$ cat config.mk
export PLATFORM = sky130hd
export DESIGN_NAME = multicycle_control
export DESIGN_NICKNAME = d
export VERILOG_FILES = /design/src/rtl/multicycle_control_pkg.sv /design/src/rtl/multicycle_control_decode.sv /design/src/rtl/multicycle_control.sv
export SDC_FILE = /design/constraint.sdc
export NUM_CORES = 1
export LEC_CHECK = 0
export BUFFER_PORTS_ARGS = -buffer_cell sky130_fd_sc_hd__buf_4
export CORE_MARGIN = 5
export CORE_UTILIZATION = 51
export DETAILED_ROUTE_END_ITERATION = 10
export GPL_ROUTABILITY_DRIVEN = 0
export PLACE_DENSITY_LB_ADDON = 0.08
export SLEW_MARGIN = 20
export SYNTH_ARGS = -nofsm -noshare
export SYNTH_HDL_FRONTEND = slang
export SYNTH_SLANG_ARGS = --single-unit
$ cat constraint.sdc
create_clock -name clk -period 2.5 [get_ports clk]
set_input_delay 0.5 -clock clk [delete_from_list [all_inputs] [get_ports clk]]
set_output_delay 0.5 -clock clk [all_outputs]
set_load 0.02 [all_outputs]
$ cat src/rtl/multicycle_control_pkg.sv
// Shared encodings for the multi-cycle MIPS-subset sequencer: states,
// instruction classes, opcode/funct constants and ALU operation codes.
package multicycle_control_pkg;

  typedef enum logic [3:0] {
    S_FETCH    = 4'd0,
    S_DECODE   = 4'd1,
    S_EXEC_R   = 4'd2,
    S_R_WB     = 4'd3,
    S_JR       = 4'd4,
    S_EXEC_I   = 4'd5,
    S_I_WB     = 4'd6,
    S_MEM_ADDR = 4'd7,
    S_MEM_RD   = 4'd8,
    S_MEM_WB   = 4'd9,
    S_MEM_WR   = 4'd10,
    S_BRANCH   = 4'd11,
    S_JUMP     = 4'd12,
    S_ILLEGAL  = 4'd13
  } state_e;

  // Instruction class produced by the decoder, used for dispatch.
  typedef enum logic [2:0] {
    CL_R   = 3'd0,
    CL_JR  = 3'd1,
    CL_I   = 3'd2,
    CL_MEM = 3'd3,
    CL_BR  = 3'd4,
    CL_J   = 3'd5,
    CL_ILL = 3'd6
  } iclass_e;

  localparam logic [5:0] OP_RTYPE = 6'b000000;
  localparam logic [5:0] OP_J     = 6'b000010;
  localparam logic [5:0] OP_JAL   = 6'b000011;
  localparam logic [5:0] OP_BEQ   = 6'b000100;
  localparam logic [5:0] OP_BNE   = 6'b000101;
  localparam logic [5:0] OP_ADDI  = 6'b001000;
  localparam logic [5:0] OP_SLTI  = 6'b001010;
  localparam logic [5:0] OP_SLTIU = 6'b001011;
  localparam logic [5:0] OP_ANDI  = 6'b001100;
  localparam logic [5:0] OP_ORI   = 6'b001101;
  localparam logic [5:0] OP_XORI  = 6'b001110;
  localparam logic [5:0] OP_LUI   = 6'b001111;
  localparam logic [5:0] OP_LW    = 6'b100011;
  localparam logic [5:0] OP_SW    = 6'b101011;

  localparam logic [5:0] FUNCT_JR = 6'b001000;

  localparam logic [4:0] ALU_ADD   = 5'd0;
  localparam logic [4:0] ALU_SUB   = 5'd1;
  localparam logic [4:0] ALU_FUNCT = 5'd2;
  localparam logic [4:0] ALU_SLT   = 5'd3;
  localparam logic [4:0] ALU_SLTU  = 5'd4;
  localparam logic [4:0] ALU_AND   = 5'd5;
  localparam logic [4:0] ALU_OR    = 5'd6;
  localparam logic [4:0] ALU_XOR   = 5'd7;
  localparam logic [4:0] ALU_LUI   = 5'd8;

endpackage

$ cat src/rtl/multicycle_control_decode.sv
// Combinational opcode/funct decoder: instruction class for dispatch plus
// the I-type ALU operation and immediate extension mode.
module multicycle_control_decode
  import multicycle_control_pkg::*;
(
  input  logic [5:0] opcode_i,
  input  logic [5:0] funct_i,
  output logic [2:0] iclass_o,
  output logic [4:0] alu_op_o,
  output logic       is_signed_o
);

  // Class and I-type controls; unknown opcodes fall through to CL_ILL.
  always_comb begin
    iclass_o    = CL_ILL;
    alu_op_o    = ALU_ADD;
    is_signed_o = 1'b1;
    case (opcode_i)
      OP_RTYPE: iclass_o = (funct_i == FUNCT_JR) ? CL_JR : CL_R;
      OP_ADDI:  iclass_o = CL_I;
      OP_SLTI:  begin iclass_o = CL_I; alu_op_o = ALU_SLT; end
      OP_SLTIU: begin iclass_o = CL_I; alu_op_o = ALU_SLTU; is_signed_o = 1'b0; end
      OP_ANDI:  begin iclass_o = CL_I; alu_op_o = ALU_AND;  is_signed_o = 1'b0; end
      OP_ORI:   begin iclass_o = CL_I; alu_op_o = ALU_OR;   is_signed_o = 1'b0; end
      OP_XORI:  begin iclass_o = CL_I; alu_op_o = ALU_XOR;  is_signed_o = 1'b0; end
      OP_LUI:   begin iclass_o = CL_I; alu_op_o = ALU_LUI;  is_signed_o = 1'b0; end
      OP_LW,
      OP_SW:    iclass_o = CL_MEM;
      OP_BEQ,
      OP_BNE:   iclass_o = CL_BR;
      OP_J,
      OP_JAL:   iclass_o = CL_J;
      default:  ;
    endcase
  end

endmodule

$ cat src/rtl/multicycle_control.sv
// Multi-cycle sequencer for the MIPS-subset datapath. Steps each instruction
// through fetch/decode/execute/memory/writeback, sharing one ALU and one
// memory port. Controls are decoded from the state register and the opcode
// latched in DECODE; FETCH, MEM_WR and BRANCH also look at mem_ready/zero.
module multicycle_control
  import multicycle_control_pkg::*;
(
  input  logic       clk,
  input  logic       rst_n,
  input  logic [5:0] opcode,
  input  logic [5:0] funct,
  input  logic       zero,
  input  logic       mem_ready,
  output logic       pc_write,
  output logic [1:0] pc_source,
  output logic       i_or_d,
  output logic       mem_read,
  output logic       mem_write,
  output logic       ir_write,
  output logic [1:0] reg_dst,
  output logic       mem_to_reg,
  output logic       reg_write,
  output logic       alu_src_a,
  output logic [1:0] alu_src_b,
  output logic [4:0] alu_op,
  output logic       is_jal,
  output logic       is_signed,
  output logic       instr_done,
  output logic       illegal,
  output logic [3:0] state
);

  state_e     state_q;
  logic [5:0] opcode_q;
  logic       illegal_q;

  logic [5:0] dec_opcode;
  logic [2:0] dec_cls;
  logic [4:0] dec_alu_op;
  logic       dec_is_signed;

  // In DECODE the IR is fresh, so dispatch on the live opcode; afterwards
  // the latched copy drives the output decode.
  assign dec_opcode = (state_q == S_DECODE) ? opcode : opcode_q;

  multicycle_control_decode u_decode (
    .opcode_i    (dec_opcode),
    .funct_i     (funct),
    .iclass_o    (dec_cls),
    .alu_op_o    (dec_alu_op),
    .is_signed_o (dec_is_signed)
  );

  // State sequencing, opcode capture and sticky illegal flag.
  always_ff @(posedge clk or negedge rst_n) begin
    if (!rst_n) begin
      state_q   <= S_FETCH;
      opcode_q  <= '0;
      illegal_q <= 1'b0;
    end else begin
      case (state_q)
        S_FETCH:    if (mem_ready) state_q <= S_DECODE;
        S_DECODE: begin
          opcode_q <= opcode;
          case (dec_cls)
            CL_R:    state_q <= S_EXEC_R;
            CL_JR:   state_q <= S_JR;
            CL_I:    state_q <= S_EXEC_I;
            CL_MEM:  state_q <= S_MEM_ADDR;
            CL_BR:   state_q <= S_BRANCH;
            CL_J:    state_q <= S_JUMP;
            default: state_q <= S_ILLEGAL;
          endcase
        end
        S_EXEC_R:   state_q <= S_R_WB;
        S_EXEC_I:   state_q <= S_I_WB;
        S_MEM_ADDR: state_q <= (opcode_q == OP_LW) ? S_MEM_RD : S_MEM_WR;
        S_MEM_RD:   if (mem_ready) state_q <= S_MEM_WB;
        S_MEM_WR:   if (mem_ready) state_q <= S_FETCH;
        S_ILLEGAL: begin
          illegal_q <= 1'b1;
          state_q   <= S_FETCH;
        end
        // R_WB, JR, I_WB, MEM_WB, BRANCH, JUMP all finish in one cycle.
        default:    state_q <= S_FETCH;
      endcase
    end
  end

  // Per-state datapath controls; reset masks every request and write strobe
  // so an access in flight is dropped the moment rst_n falls.
  always_comb begin
    pc_write   = 1'b0;
    pc_source  = 2'b00;
    i_or_d     = 1'b0;
    mem_read   = 1'b0;
    mem_write  = 1'b0;
    ir_write   = 1'b0;
    reg_dst    = 2'b00;
    mem_to_reg = 1'b0;
    reg_write  = 1'b0;
    alu_src_a  = 1'b0;
    alu_src_b  = 2'b00;
    alu_op     = ALU_ADD;
    is_jal     = 1'b0;
    is_signed  = 1'b1;
    instr_done = 1'b0;
    case (state_q)
      S_FETCH: begin
        mem_read  = 1'b1;
        alu_src_b = 2'b01;
        ir_write  = mem_ready;
        pc_write  = mem_ready;
      end
      S_DECODE:   alu_src_b = 2'b11;
      S_EXEC_R: begin
        alu_src_a = 1'b1;
        alu_op    = ALU_FUNCT;
      end
      S_R_WB: begin
        reg_dst    = 2'b01;
        reg_write  = 1'b1;
        instr_done = 1'b1;
      end
      S_JR: begin
        pc_source  = 2'b11;
        pc_write   = 1'b1;
        instr_done = 1'b1;
      end
      S_EXEC_I: begin
        alu_src_a = 1'b1;
        alu_src_b = 2'b10;
        alu_op    = dec_alu_op;
        is_signed = dec_is_signed;
      end
      S_I_WB: begin
        reg_write  = 1'b1;
        instr_done = 1'b1;
      end
      S_MEM_ADDR: begin
        alu_src_a = 1'b1;
        alu_src_b = 2'b10;
      end
      S_MEM_RD: begin
        i_or_d   = 1'b1;
        mem_read = 1'b1;
      end
      S_MEM_WB: begin
        mem_to_reg = 1'b1;
        reg_write  = 1'b1;
        instr_done = 1'b1;
      end
      S_MEM_WR: begin
        i_or_d     = 1'b1;
        mem_write  = 1'b1;
        instr_done = mem_ready;
      end
      S_BRANCH: begin
        alu_src_a  = 1'b1;
        alu_op     = ALU_SUB;
        pc_source  = 2'b01;
        pc_write   = zero ^ (opcode_q == OP_BNE);
        instr_done = 1'b1;
      end
      S_JUMP: begin
        pc_source  = 2'b10;
        pc_write   = 1'b1;
        instr_done = 1'b1;
        if (opcode_q == OP_JAL) begin
          reg_dst   = 2'b10;
          reg_write = 1'b1;
          is_jal    = 1'b1;
        end
      end
      S_ILLEGAL:  instr_done = 1'b1;
      default:    ;
    endcase
    if (!rst_n) begin
      pc_write   = 1'b0;
      mem_read   = 1'b0;
      mem_write  = 1'b0;
      ir_write   = 1'b0;
      reg_write  = 1'b0;
      instr_done = 1'b0;
    end
  end

  assign illegal = illegal_q | (state_q == S_ILLEGAL);
  assign state   = state_q;

endmodule

==> flow_summary.ini <==
[final_layout]
mostFrequentLayoutCells = 47 x buf_4, 21 x nand2_1, 13 x nor2_1
diodes = 0
postLayoutCellArea_um2 = 1380
final_nets = 191
drive_gt1_share_pct = 33.3
final_common_cell = buf_4
final_util_pct = 71.6
syn2layout_area_growth_pct = 37.0

[critical_path]
start_kind = flip-flop
rr_worst_depth = 5
required_ps = 2000
path_class = flip-flop to output port
r2r_setup_slack_ps = 430
r2r-end = state[3]
cp_max_fo = 6
endpoint_kind = output port
rr_startpoint = state[0]
cp_data_arrival_time_ps = 1880

[pwr]
p_switching_mw = 0.813
sequentialPowerShare_pct = 24.4
p_int_mw = 0.796
leakage_nw = 0.617
vdd_drop_max_v = 0.000735
power.density_nw_per_um2 = 1170
share_comb_of_total_power_pct = 67.9
netSwitchingFraction_pct = 50.5
pwr-share-clk_pct = 7.6

[floorplanning]
core_um2 = 1920
ios = 43
rows = 16
start_util_pct = 52.3
die_area_um2 = 2960
die_h_um = 54.4
die_x_um = 54.4

[flow_run]
drv_cap = 0

[placed_design]
pre_cts_slack_ps = 415
io_buffer_count = 41
dp_hpwl_um = 2380
placed_cell_area_um2 = 1350

[timing]
finalSetupTns_ps = 0
worst_slew_pin_slew_ps = 604
rsz0062_at_grt = no
fin_worst_skew_ps = 11.8
fmax_ghz = 0.421
period_minus_slack_ps = 2380
setup_ws_ps = 125
report.final.slew_viol_count = 0
max_slew_margin_pct = 58.7
hold_viol = 0
post-route-period-util_pct = 95.0
setup_viol = 0

[routing]
drc = 0
drt-total-wl_um = 2960
drtAntennaViolNets = 0
viasPerCell = 5.70
initialDrtViolationCount = 34
drt_first_pass_iters = 4
wl_per_cell_um = 14.7
vias = 1146

[clock_network]
cts_tree = yes
cts.reportedPaths.clkPinSlew_ps = 80
cts_buffers = 3
clk-insertion-delay-late_ps = 270
htreeDepth = 1
clockBufferDepth = 2
cts_num_sinks = 11
postCtsSetupBuffers = 0
cts.root.buffer_cell = clkbuf_4

[synth]
synth_cells = 132
synth.net_count = 148
synth_cell_types = 45
avgSynthCellArea_um2 = 7.61
synth_flop_cell = dfrtp_1
ys_seq_elements = 11
seq_area_frac_synth_pct = 27.4
synth-warning-count = 0
syn-cell-area_um2 = 1000
async_flop_share_pct = 100
synth-edff-count = 0

[grt]
grt_overflow_total = 0
grt_pass1_vias = 1115
grt_max_degree = 18
track_usage_pct = 23.2
grt_pass1_wl_um = 5010
antenna_found_initial = 0

[outcome]
status = finished, final reports clean

[min_path]
hold_class = primary input to async pin
[synthesized netlist by cell type, types with 2 or more instances]
master / number / share of area [%]
nor2_1: 13 / 4.9
buf_4: 2 / 1.5
dfrtp_1: 11 / 27
o21ai_0: 8 / 4.0
and2_1: 3 / 1.9
a31o_2: 2 / 1.7
xnor2_1: 3 / 2.6
nand3_1: 3 / 1.5
nor3_1: 7 / 3.5
inv_1: 5 / 1.9
buf_2: 4 / 2.0
o32ai_1: 2 / 1.7
nand2_1: 21 / 7.8
nor4b_1: 3 / 2.6
nand2b_1: 4 / 2.5
a21oi_1: 5 / 2.5
nor4_1: 3 / 1.9
or3_1: 2 / 1.2
clkbuf_1: 2 / 0.75
a41oi_1: 2 / 1.7
nor2b_1: 3 / 1.9
[kinds of logic (layout without fill, tap and decap cells)]
family | Yosys count | in the layout | synth area share, %
XOR/XNOR | 4 | 4 | 3.49
flip-flops | 11 | 11 | 27.4
buffers and inverters | 14 | 56 | 6.48
AO/OA/AOI/OAI | 29 | 29 | 20.3
AND/OR/NAND/NOR | 71 | 71 | 39.9
multiplexers | 2 | 2 | 2.12
other | 1 | 1 | 0.373
[registers in the layout, indices dropped and copies added, names as in the netlist]
signal,flops
illegal_q,1
opcode_q,6
state,4
[worst max-delay path by stage]
stage | start | end | cells past startpoint | slack, ps
finish | opcode_q[5] | alu_op[2] | 5 | 120
global route | state[0] | alu_op[2] | 5 | 40
CTS | opcode_q[5] | alu_op[2] | 5 | 180
detailed placement | state[0] | state[3] | 5 | 410
global placement | state[1] | reg_write | 6 | 470
floorplan | state[1] | reg_write | 5 | 130
[power by group through the flow]
stage / clock [mW] / sequential [mW] / combinational, mW
4_1_cts: 0.124 / 0.389 / 1.10
6_report: 0.123 / 0.393 / 1.09
2_1_floorplan: 0 / 0.394 / 0.697
5_1_grt: 0.135 / 0.416 / 1.20
3_5_place_dp: 0 / 0.392 / 1.09
3_3_place_gp: 0 / 0.385 / 1.08
[worst max-delay path, stage by stage, from the launching register on]
cell	delay [ps]
dfrtp_1	460
nor3b_2	260
o21ai_0	200
or3_1	380
a21oi_1	150
buf_4	160
[metal layers]
layer | global-route usage [%] | share of wire (%) | routed length, um
met1 | 29.3 | 43 | 1270
met2 | 39.2 | 49 | 1440
met3 | 3.27 | 6.9 | 204
met4 | 9.96 | 1.4 | 42
met5 | 0 | 0 | 0
[area by class of cell]
| class | count | area [um^2] |
|---|---|---|
| multi-input cells | 107 | 669 |
| fillers | 182 | 546 |
| repair buffers | 47 | 353 |
| flip-flops and latches | 11 | 275 |
| well taps | 27 | 33.8 |
| clock buffers | 4 | 26.3 |
| inverters | 5 | 18.8 |
[stage by stage]
stage	hold slack, ps	std cells	total power, mW
floorplan	204	132	1.09
global placement	356	197	1.46
detailed placement	356	197	1.49
CTS	65.6	201	1.61
global route	64.3	201	1.75
finish	59.3	201	1.61
[what timing repair did]
item / 4_1_cts / 5_1_grt
resized for setup: 0 / 1
hold buffers: 0 / 0
endpoints found under the setup margin: 0 / 1
No activity file was read; power rests on OpenSTA's default activity.
